## config.mk

```make
export PLATFORM = sky130hd
export DESIGN_NAME = id_ex_ctrl_stage
export DESIGN_NICKNAME = d
export VERILOG_FILES = /design/src/rtl/id_ex_ctrl_stage.sv
export SDC_FILE = /design/constraint.sdc
export NUM_CORES = 1
export LEC_CHECK = 0
export BUFFER_PORTS_ARGS = -buffer_cell sky130_fd_sc_hd__buf_2
export CAP_MARGIN = 20
export CORE_UTILIZATION = 35
export CTS_CLUSTER_SIZE = 14
export DETAILED_ROUTE_END_ITERATION = 16
export SLEW_MARGIN = 15
export SYNTH_ARGS = -nofsm -noshare
export SYNTH_HDL_FRONTEND = slang
export SYNTH_SLANG_ARGS = --single-unit
```

## constraint.sdc

```tcl
create_clock -name clk -period 2.54 [get_ports clk]
set_input_delay 0.508 -clock clk [delete_from_list [all_inputs] [get_ports clk]]
set_output_delay 0.508 -clock clk [all_outputs]
set_load 0.01 [all_outputs]
```

## src/rtl/id_ex_ctrl_stage.sv

```systemverilog
// Decode plus ID/EX pipeline register. It feeds the EX-stage ALU its controls and immediate,
// resolves branches against EQ, and stalls the front end on a load-use hazard.
module id_ex_ctrl_stage #(
    parameter int XLEN = 32
) (
    input  logic            clk,
    input  logic            rst_n,
    input  logic [31:0]     instr,
    input  logic            instr_valid,
    input  logic [XLEN-1:0] pc_in,
    input  logic [XLEN-1:0] incpc_in,
    input  logic            stall_in,
    input  logic            EQ,
    output logic [2:0]      ALUctrl,
    output logic            ALUsrc,
    output logic [XLEN-1:0] ImmOp,
    output logic            reg_jump,
    output logic [XLEN-1:0] PC,
    output logic [XLEN-1:0] incPC,
    output logic [4:0]      rs1,
    output logic [4:0]      rs2,
    output logic [4:0]      rd,
    output logic            reg_write,
    output logic            mem_write,
    output logic            mem_to_reg,
    output logic            ex_valid,
    output logic            illegal,
    output logic            pc_src,
    output logic            stall_out
);

    typedef enum logic [2:0] {
        ALU_ADD  = 3'b000,
        ALU_SUB  = 3'b001,
        ALU_AND  = 3'b010,
        ALU_OR   = 3'b011,
        ALU_SLT  = 3'b101,
        ALU_LINK = 3'b111
    } alu_op_e;

    localparam logic [6:0] OP_R      = 7'b0110011;
    localparam logic [6:0] OP_I      = 7'b0010011;
    localparam logic [6:0] OP_LOAD   = 7'b0000011;
    localparam logic [6:0] OP_STORE  = 7'b0100011;
    localparam logic [6:0] OP_BRANCH = 7'b1100011;
    localparam logic [6:0] OP_JAL    = 7'b1101111;
    localparam logic [6:0] OP_JALR   = 7'b1100111;

    logic [6:0] opcode;
    logic [2:0] funct3;
    logic [6:0] funct7;
    assign opcode = instr[6:0];
    assign funct3 = instr[14:12];
    assign funct7 = instr[31:25];

    logic [XLEN-1:0] imm_i, imm_s, imm_b, imm_j;
    assign imm_i = {{(XLEN-12){instr[31]}}, instr[31:20]};
    assign imm_s = {{(XLEN-12){instr[31]}}, instr[31:25], instr[11:7]};
    assign imm_b = {{(XLEN-13){instr[31]}}, instr[31], instr[7], instr[30:25], instr[11:8], 1'b0};
    assign imm_j = {{(XLEN-21){instr[31]}}, instr[31], instr[19:12], instr[20], instr[30:21], 1'b0};

    alu_op_e         d_alu;
    logic            d_legal, d_alusrc, d_reg_write, d_mem_write, d_mem_to_reg;
    logic            d_jump, d_branch, d_bne, d_reg_jump, d_uses_rs2;
    logic [XLEN-1:0] d_imm;

    // NOTE: every combinational output gets a default first so no path leaves it unassigned (no latch).
    always_comb begin
        d_legal      = 1'b0;
        d_alu        = ALU_ADD;
        d_alusrc     = 1'b0;
        d_imm        = '0;
        d_reg_write  = 1'b0;
        d_mem_write  = 1'b0;
        d_mem_to_reg = 1'b0;
        d_jump       = 1'b0;
        d_branch     = 1'b0;
        d_bne        = 1'b0;
        d_reg_jump   = 1'b0;
        d_uses_rs2   = 1'b0;
        unique case (opcode)
            OP_R: begin
                d_reg_write = 1'b1;
                d_uses_rs2  = 1'b1;
                unique case (funct3)
                    3'b000: begin
                        d_legal = (funct7 == 7'b0000000) || (funct7 == 7'b0100000);
                        d_alu   = funct7[5] ? ALU_SUB : ALU_ADD;
                    end
                    3'b111: begin d_legal = (funct7 == 7'b0); d_alu = ALU_AND; end
                    3'b110: begin d_legal = (funct7 == 7'b0); d_alu = ALU_OR;  end
                    3'b010: begin d_legal = (funct7 == 7'b0); d_alu = ALU_SLT; end
                    default: d_legal = 1'b0;
                endcase
            end
            OP_I: begin
                d_alusrc    = 1'b1;
                d_reg_write = 1'b1;
                d_imm       = imm_i;
                d_legal     = 1'b1;
                unique case (funct3)
                    3'b000:  d_alu = ALU_ADD;
                    3'b111:  d_alu = ALU_AND;
                    3'b110:  d_alu = ALU_OR;
                    3'b010:  d_alu = ALU_SLT;
                    default: d_legal = 1'b0;
                endcase
            end
            OP_LOAD: begin
                d_legal      = (funct3 == 3'b010);
                d_alusrc     = 1'b1;
                d_imm        = imm_i;
                d_reg_write  = 1'b1;
                d_mem_to_reg = 1'b1;
            end
            OP_STORE: begin
                d_legal     = (funct3 == 3'b010);
                d_alusrc    = 1'b1;
                d_imm       = imm_s;
                d_mem_write = 1'b1;
                d_uses_rs2  = 1'b1;
            end
            OP_BRANCH: begin
                d_legal    = (funct3 == 3'b000) || (funct3 == 3'b001);
                d_alu      = ALU_SUB;
                d_imm      = imm_b;
                d_branch   = 1'b1;
                d_bne      = funct3[0];
                d_uses_rs2 = 1'b1;
            end
            OP_JAL: begin
                d_legal     = 1'b1;
                d_alu       = ALU_LINK;
                d_imm       = imm_j;
                d_reg_write = 1'b1;
                d_jump      = 1'b1;
            end
            OP_JALR: begin
                // The jump target is rs1 itself; the I-immediate is carried but never added.
                d_legal     = (funct3 == 3'b000);
                d_alu       = ALU_LINK;
                d_imm       = imm_i;
                d_reg_write = 1'b1;
                d_jump      = 1'b1;
                d_reg_jump  = 1'b1;
            end
            default: d_legal = 1'b0;
        endcase
    end

    logic ex_jump, ex_branch, ex_bne;
    logic hazard, load_bubble, issue;

    assign pc_src = ex_valid & (ex_jump | (ex_branch & (EQ ^ ex_bne)));
    assign hazard = instr_valid & ex_valid & mem_to_reg & (rd != 5'd0) &
                    ((rd == instr[19:15]) | (d_uses_rs2 & (rd == instr[24:20])));
    assign stall_out = hazard & ~pc_src;

    // Flush and load-use both force a bubble; stall_in only holds when neither applies.
    assign load_bubble = pc_src | hazard;
    assign issue       = ~load_bubble & instr_valid & d_legal;

    // NOTE: sequential state uses non-blocking assignments so every register samples pre-edge values.
    always_ff @(posedge clk or negedge rst_n) begin
        if (!rst_n) begin
            ALUctrl    <= 3'b000;
            ALUsrc     <= 1'b0;
            ImmOp      <= '0;
            reg_jump   <= 1'b0;
            PC         <= '0;
            incPC      <= '0;
            rs1        <= 5'd0;
            rs2        <= 5'd0;
            rd         <= 5'd0;
            reg_write  <= 1'b0;
            mem_write  <= 1'b0;
            mem_to_reg <= 1'b0;
            ex_valid   <= 1'b0;
            illegal    <= 1'b0;
            ex_jump    <= 1'b0;
            ex_branch  <= 1'b0;
            ex_bne     <= 1'b0;
        end else if (stall_in && !load_bubble) begin
            illegal <= 1'b0;
        end else begin
            ALUctrl    <= issue ? d_alu : ALU_ADD;
            ALUsrc     <= d_alusrc;
            ImmOp      <= d_imm;
            PC         <= pc_in;
            incPC      <= incpc_in;
            rs1        <= instr[19:15];
            rs2        <= instr[24:20];
            rd         <= instr[11:7];
            reg_jump   <= issue & d_reg_jump;
            reg_write  <= issue & d_reg_write;
            mem_write  <= issue & d_mem_write;
            mem_to_reg <= issue & d_mem_to_reg;
            ex_valid   <= issue;
            ex_jump    <= issue & d_jump;
            ex_branch  <= issue & d_branch;
            ex_bne     <= issue & d_bne;
            illegal    <= ~load_bubble & instr_valid & ~d_legal;
        end
    end

endmodule

```

Yosys cells after proc, flatten, opt, wreduce, memory -nomap -nowiden

Cells that the tools add are included.

Output and inout port bits: 123
Input port bits: 101
Word-level logic and storage cells: 90
Register bits after elaboration: 124

Bitwise logic cells: 25
Reduce and logical (&&, ||, !) cells: 15
Equality and inequality tests: 14
Multiplexer cells: 19

Operator list:

| kind               | number |
|---|---|
| $pmux 32 s4        | 1 |
| $pmux 3 s4         | 2 |
| $eq 7x6->1 const B | 3 |
| $eq 7x7->1 const B | 3 |
| $and 1x1->1        | 18 |
| $mux 1             | 12 |
| $reduce_or 3->1    | 4 |
| $eq 5x5->1         | 2 |
| $pmux 3 s3         | 1 |
| $eq 7x2->1 const B | 1 |
| $eq 7x5->1 const B | 1 |
| $logic_not 7->1    | 1 |
| $eq 3x3->1 const B | 2 |
| $pmux 1 s6         | 1 |
| $reduce_bool 5->1  | 1 |
| $reduce_or 5->1    | 1 |
| $reduce_or 2->1    | 2 |
| $reduce_or 4->1    | 1 |
| $eq 3x1->1 const B | 1 |
| $eq 3x2->1 const B | 1 |
| $logic_not 3->1    | 1 |
| $mux 3             | 1 |
| $not 1->1          | 3 |
| $or 1x1->1         | 3 |
| 5 further kinds    | 6 |

Logic depth before layout (Yosys ltp)

Depth after elaboration: 11
Gate-level depth with buffers: 8
Gate-level depth less buffers: 5

Worst setup path after synthesis

OpenSTA, ideal clock, no wires.

Path type: input -> register
Start point: in instr[3]
End point: reg PC[0]
Setup slack: 458 ps
Path buffers: 3
Arrival time: 1957 ps
Library setup time: 125 ps
Data required time: 2415 ps
Stages on the path: 8
Cell sequence: nor4bb_1 buf_2 and2_4 nand4_4 and3_4 buf_12 buf_12 mux2_4

Longest elaborated chain between the ends: 9
Elaborated cells on any way between the ends: 11
Classes of those cells: eq/ne (3); mux (1); bitwise (4); reduce/logical (3)

RTL lines:

| what                                     | line | RTL |
|---|---|---|
| from (decl)                              | 8    | `input logic [31:0] instr,` |
| $eq 7x7->1 or $eq 7x6->1 (tied branches) | 81   | `unique case (opcode)` |
| $reduce_or 3->1 (no line) (*)            | -    |  |
| $mux 1 (*)                               | 81   |  |
| $and 1x1->1 (*)                          | 156  | `((rd == instr[19:15]) \| (d_uses_rs2 & (rd == instr[24:20])));` |
| $or 1x1->1 (*)                           | 156  |  |
| $and 1x1->1 (*)                          | 155  | `assign hazard = instr_valid & ex_valid & mem_to_reg & (rd != 5'd0) &` |
| $or 1x1->1 (*)                           | 160  | `assign load_bubble = pc_src \| hazard;` |
| $logic_not 1->1 (*)                      | 183  | `end else if (stall_in && !load_bubble) begin` |
| $logic_and 1x1->1 (*)                    | 183  |  |
| to (signal assigned)                     | 189  | `PC <= pc_in;` |
| to (decl)                                | 18   | `output logic [XLEN-1:0] PC,` |

Every way passes the cells marked *; elsewhere a longest branch is shown, timed or not.
A chain may end at the register's enable or synchronous reset.

Final worst setup path

Start point: reg rd[4]
End point: out stall_out

Longest elaborated chain between the ends: 5
Elaborated cells on any way between the ends: 8
Classes of those cells: eq/ne (2); bitwise (5); reduce/logical (1)

RTL lines:

| what                   | line | RTL |
|---|---|---|
| from (decl)            | 22   | `output logic [4:0] rd,` |
| from (signal assigned) | 193  | `rd <= instr[11:7];` |
| $eq 5x5->1             | 156  |  |
| $and 1x1->1            | 156  |  |
| $or 1x1->1             | 156  |  |
| $and 1x1->1 (*)        | 155  |  |
| $and 1x1->1 (*)        | 157  | `assign stall_out = hazard & ~pc_src;` |
| to (decl)              | 29   | `output logic stall_out` |

Marks and branches as above.

==> metrics.txt <==
# TYPE chip_impl_metric gauge
chip_impl_metric{name="grt_pass1_wl",unit="µm"} 21270
chip_impl_metric{name="post_route_insts_no_fill",unit=""} 822
chip_impl_metric{name="row_count",unit=""} 45
chip_impl_metric{name="routed_antenna_nets",unit=""} 0
chip_impl_metric{name="async_reset_ff_frac",unit=""} 1.000
chip_impl_metric{name="post_route_cells_drive_above_1_share",unit=""} 0.5852
chip_impl_metric{name="yosysTopAreaCellShare",unit=""} 0.5240
chip_impl_metric{name="final-setup-viol-count",unit=""} 0
chip_impl_metric{name="die_area",unit="mm²"} 0.01592
chip_impl_metric{name="placeableCoreArea",unit="mm²"} 0.01515
chip_impl_metric{name="worstPathMaxFanout",unit=""} 5
chip_impl_metric{name="grt_pass1_vias",unit=""} 4043
chip_impl_metric{name="cell_count_after_placement",unit=""} 787
chip_impl_info{name="post_synth_main_area_contributors",value="sky130_fd_sc_hd__dfrtp_1 52%, sky130_fd_sc_hd__mux2_4 21%, sky130_fd_sc_hd__buf_12 3.0%, sky130_fd_sc_hd__mux2i_1 3.0%, sky130_fd_sc_hd__buf_4 1.7%"} 1
chip_impl_metric{name="synth_compound_gate_area_share",unit=""} 0.05796
chip_impl_metric{name="synth_xor_xnor_area_share",unit=""} 0.01785
chip_impl_info{name="cp_launch_type",value="flip-flop"} 1
chip_impl_info{name="critical_path.cell_chain",value="xor2_1 > nor4_2 > nand4_4 > nand2_2 > and2_4 > buf_6"} 1
chip_impl_metric{name="leakagePower",unit="nW"} 3.796
chip_impl_metric{name="synth_simple_gate_area_share",unit=""} 0.06770
chip_impl_info{name="synth_most_common_cell",value="sky130_fd_sc_hd__dfrtp_1"} 1
chip_impl_metric{name="slew-limit-headroom",unit=""} 0.6195
chip_impl_metric{name="vdd_ir_drop_max",unit="mV"} 0.4516
chip_impl_metric{name="synth_fp_nets",unit=""} 486
chip_impl_metric{name="finalPower",unit="mW"} 5.037
chip_impl_metric{name="boundaryPins",unit=""} 224
chip_impl_metric{name="required_time_of_the_critical_path",unit="ns"} 2.03
chip_impl_info{name="largest_family_of_logic_cells_by_synthesized_area",value="multiplexers"} 1
chip_impl_info{name="clockRootBuffer",value="sky130_fd_sc_hd__clkbuf_16"} 1
chip_impl_metric{name="timing.final.crit_share",unit=""} 0.9471
chip_impl_info{name="r2r_start",value="rd[4]"} 1
chip_impl_info{name="worstHoldPathType",value="input port to asynchronous set/reset pin"} 1
chip_impl_info{name="rr_endpoint",value="ImmOp[17]"} 1
chip_impl_metric{name="maxClockFrequency",unit="MHz"} 415.7
chip_impl_metric{name="yosys_register_bits",unit=""} 113
chip_impl_metric{name="insertedDiodeCount",unit=""} 0
chip_impl_metric{name="drv.max_cap_violation_count",unit=""} 0
chip_impl_info{name="critical_path.slowest_cell",value="sky130_fd_sc_hd__dfrtp_2"} 1
chip_impl_metric{name="final_max_slew_viol_count",unit=""} 0
chip_impl_metric{name="setup_tns",unit="ns"} 0
chip_impl_metric{name="h-tree-depth",unit=""} 4
chip_impl_metric{name="flow.area_growth_from_synthesis",unit="%"} 34.73
chip_impl_metric{name="setup_slack_of_the_critical_path_after_layout",unit="ns"} 0.1345
chip_impl_metric{name="muxShareOfSynthArea",unit=""} 0.2606
chip_impl_metric{name="vias",unit=""} 4043
chip_impl_info{name="synth_top_cells_by_count",value="113 x sky130_fd_sc_hd__dfrtp_1, 77 x sky130_fd_sc_hd__mux2_4, 24 x sky130_fd_sc_hd__inv_1"} 1
chip_impl_metric{name="wirelength",unit="µm"} 13580
chip_impl_metric{name="syn_avg_cell_area",unit="µm²"} 14.02
chip_impl_metric{name="final_hold_viol_count",unit=""} 0
chip_impl_metric{name="postCtsHoldBufs",unit=""} 0
chip_impl_metric{name="clk_pin_slew_worst_paths",unit="ns"} 0.06
chip_impl_metric{name="die_h",unit="µm"} 126.2
chip_impl_info{name="worst_setup_end_kind",value="primary output"} 1
chip_impl_metric{name="critical_path.max_stage_delay",unit="ns"} 0.44
chip_impl_info{name="rsz0062_at_grt",value="no"} 1
chip_impl_metric{name="yosysSeqAreaShare",unit=""} 0.5240
chip_impl_metric{name="post-route-min-period",unit="ns"} 2.406
chip_impl_metric{name="ys_warn_count",unit=""} 0
chip_impl_metric{name="clk-insertion-delay-late",unit="ns"} 0.41
chip_impl_info{name="top_regs",value="PC: 32 flops, incPC: 32 flops, ImmOp: 21 flops"} 1
chip_impl_metric{name="netlist-cell-type-count",unit=""} 48
chip_impl_metric{name="cell_depth_of_the_worst_flop_to_flop_path",unit=""} 7
chip_impl_metric{name="yosys.area_share.adder",unit=""} 0
chip_impl_metric{name="remaining_drc_errors",unit=""} 0
chip_impl_metric{name="cts_sinks",unit=""} 113
chip_impl_metric{name="final_nets",unit=""} 722
chip_impl_metric{name="initial_core_util",unit=""} 0.3563
chip_impl_info{name="yosys_most_used_dff",value="sky130_fd_sc_hd__dfrtp_1"} 1
chip_impl_metric{name="detail_route.vias_per_cell",unit=""} 4.918
chip_impl_metric{name="wl_per_cell",unit="µm"} 16.52
chip_impl_metric{name="worst_pin_slew",unit="ns"} 0.5708
chip_impl_metric{name="grt_start_max_net_pins",unit=""} 48
chip_impl_metric{name="r2r_setup_slack",unit="ns"} 0.41
chip_impl_metric{name="globalRouteTotalUtil",unit=""} 0.1741
chip_impl_metric{name="dp_hpwl",unit="µm"} 10160
chip_impl_metric{name="initial_antenna_violation_count",unit=""} 0
chip_impl_metric{name="power.density",unit="mW/mm²"} 692.8
chip_impl_metric{name="numCtsBuffers",unit=""} 17
chip_impl_metric{name="die_w",unit="µm"} 126.2
chip_impl_info{name="crit_path_start",value="rd[4]"} 1
chip_impl_info{name="outcome",value="finished clean"} 1
chip_impl_metric{name="global_route.overflow_total",unit=""} 0
chip_impl_metric{name="cts_buffer_depth",unit=""} 2
chip_impl_info{name="tritoncts_clock_tree",value="yes"} 1
chip_impl_metric{name="netlist_area",unit="mm²"} 0.005396
chip_impl_info{name="critical_path_class",value="flip-flop to primary output"} 1
chip_impl_metric{name="worst-endpoint-arrival",unit="ns"} 1.90
chip_impl_metric{name="io_buffer_count",unit=""} 223
chip_impl_metric{name="pre_cts_setup_slack",unit="ns"} 0.1929
chip_impl_metric{name="first_pass_iters",unit=""} 4
chip_impl_metric{name="syn_inst",unit=""} 385
chip_impl_info{name="post-synth-top-area-cell",value="sky130_fd_sc_hd__dfrtp_1"} 1
chip_impl_metric{name="timing.clock.skew",unit="ns"} 0.005332
chip_impl_metric{name="initialDrtViolationCount",unit=""} 126
chip_impl_metric{name="count_of_flip_flops_with_a_built_in_enable_after_synthesis",unit=""} 0
chip_impl_metric{name="finalWeightedCongestion",unit=""} 0.8287
==> worst max path at each step <==
stage | end | slack [ns] | depth (start not counted)
final | stall_out | 0.13 | 6
after global routing | stall_out | 0.02 | 6
after CTS | stall_out | 0.004 | 6
after detailed placement | ALUctrl[2] | 0.19 | 8
after global placement | incPC[25] | 0.28 | 7
after floorplan | PC[0] | 0.46 | 8
==> layout by cell type, fill, tap and decap left out, types with 4 or more instances in the layout <==
cell type	instances
sky130_fd_sc_hd__a21oi_1	12
sky130_fd_sc_hd__a22o_1	4
sky130_fd_sc_hd__a31oi_1	4
sky130_fd_sc_hd__and3_1	5
sky130_fd_sc_hd__buf_12	4
sky130_fd_sc_hd__buf_2	221
sky130_fd_sc_hd__buf_4	20
sky130_fd_sc_hd__clkbuf_16	17
sky130_fd_sc_hd__clkinvlp_4	5
sky130_fd_sc_hd__dfrtp_1	111
sky130_fd_sc_hd__inv_1	24
sky130_fd_sc_hd__mux2_2	8
sky130_fd_sc_hd__mux2_4	77
sky130_fd_sc_hd__mux2i_1	16
sky130_fd_sc_hd__nand2_1	11
sky130_fd_sc_hd__nand3_1	10
sky130_fd_sc_hd__nand4_1	7
sky130_fd_sc_hd__nor2_1	7
sky130_fd_sc_hd__nor3_1	8
sky130_fd_sc_hd__o41ai_1	4
sky130_fd_sc_hd__xor2_1	9
==> repair_timing <==
item	in CTS	in global routing
pin swaps	1	3
setup buffers	0	3
setup endpoints to repair	1	1
gates resized for setup	0	5
endpoints found under the hold margin	0	0
==> cell type report <==
type	instances	area (µm²)
Timing Repair Buffer	246	1348
Clock inverter	13	138.9
Fill cell	1402	7875
Multi-Input combinational cell	219	2186
Sequential cell	113	2830
Inverter	24	90.09
Tap cell	188	235.2
Clock buffer	19	442.9
==> metal layers <==
| metal | vias to the layer above | global-route usage | wire length [µm] |
|---|---|---|---|
| met1 | 1982 | 0.2150 | 5985 |
| met3 | 23 | 0.06202 | 1083 |
| met2 | 189 | 0.2730 | 6243 |
| li1 | 1849 | - | - |
| met4 | 0 | 0.07867 | 267 |
| met5 | - | 0 | 0 |
==> critical path, delay by kind of cell (launching register included) <==
family                    cells  cell delay [ns]
and+or+nand+nor               4             0.77
DFF                           1             0.44
xor gates and xnor gates      1             0.18
buffers and inverters         1             0.10
==> report_power, final <==
group	internal, mW	switching, mW	total [mW]
logic	0.388	0.326	0.715
registers	1.94	0.0887	2.03
clock network	1.46	0.832	2.30
total	3.79	1.25	5.04
==> metrics by stage <==
step / hold WS, ns / area (µm²) / util
final: 0.08748 / 7271 / 0.4801
after global routing: 0.1298 / 7271 / 0.4801
after CTS: 0.09616 / 7234 / 0.4777
after detailed placement: 0.4825 / 6653 / 0.4392
after global placement: 0.4886 / 6653 / 0.4392
after floorplan: 0.2124 / 5396 / -
==> cells by family after synthesis <==
| logic type | Yosys count |
|---|---|
| AND/OR/NAND/NOR | 63 |
| flip-flops | 113 |
| multiplexers | 101 |
| XOR/XNOR | 11 |
| AO/OA/AOI/OAI | 44 |
| buffers and inverters | 53 |
(Power assumes the default switching activity.)
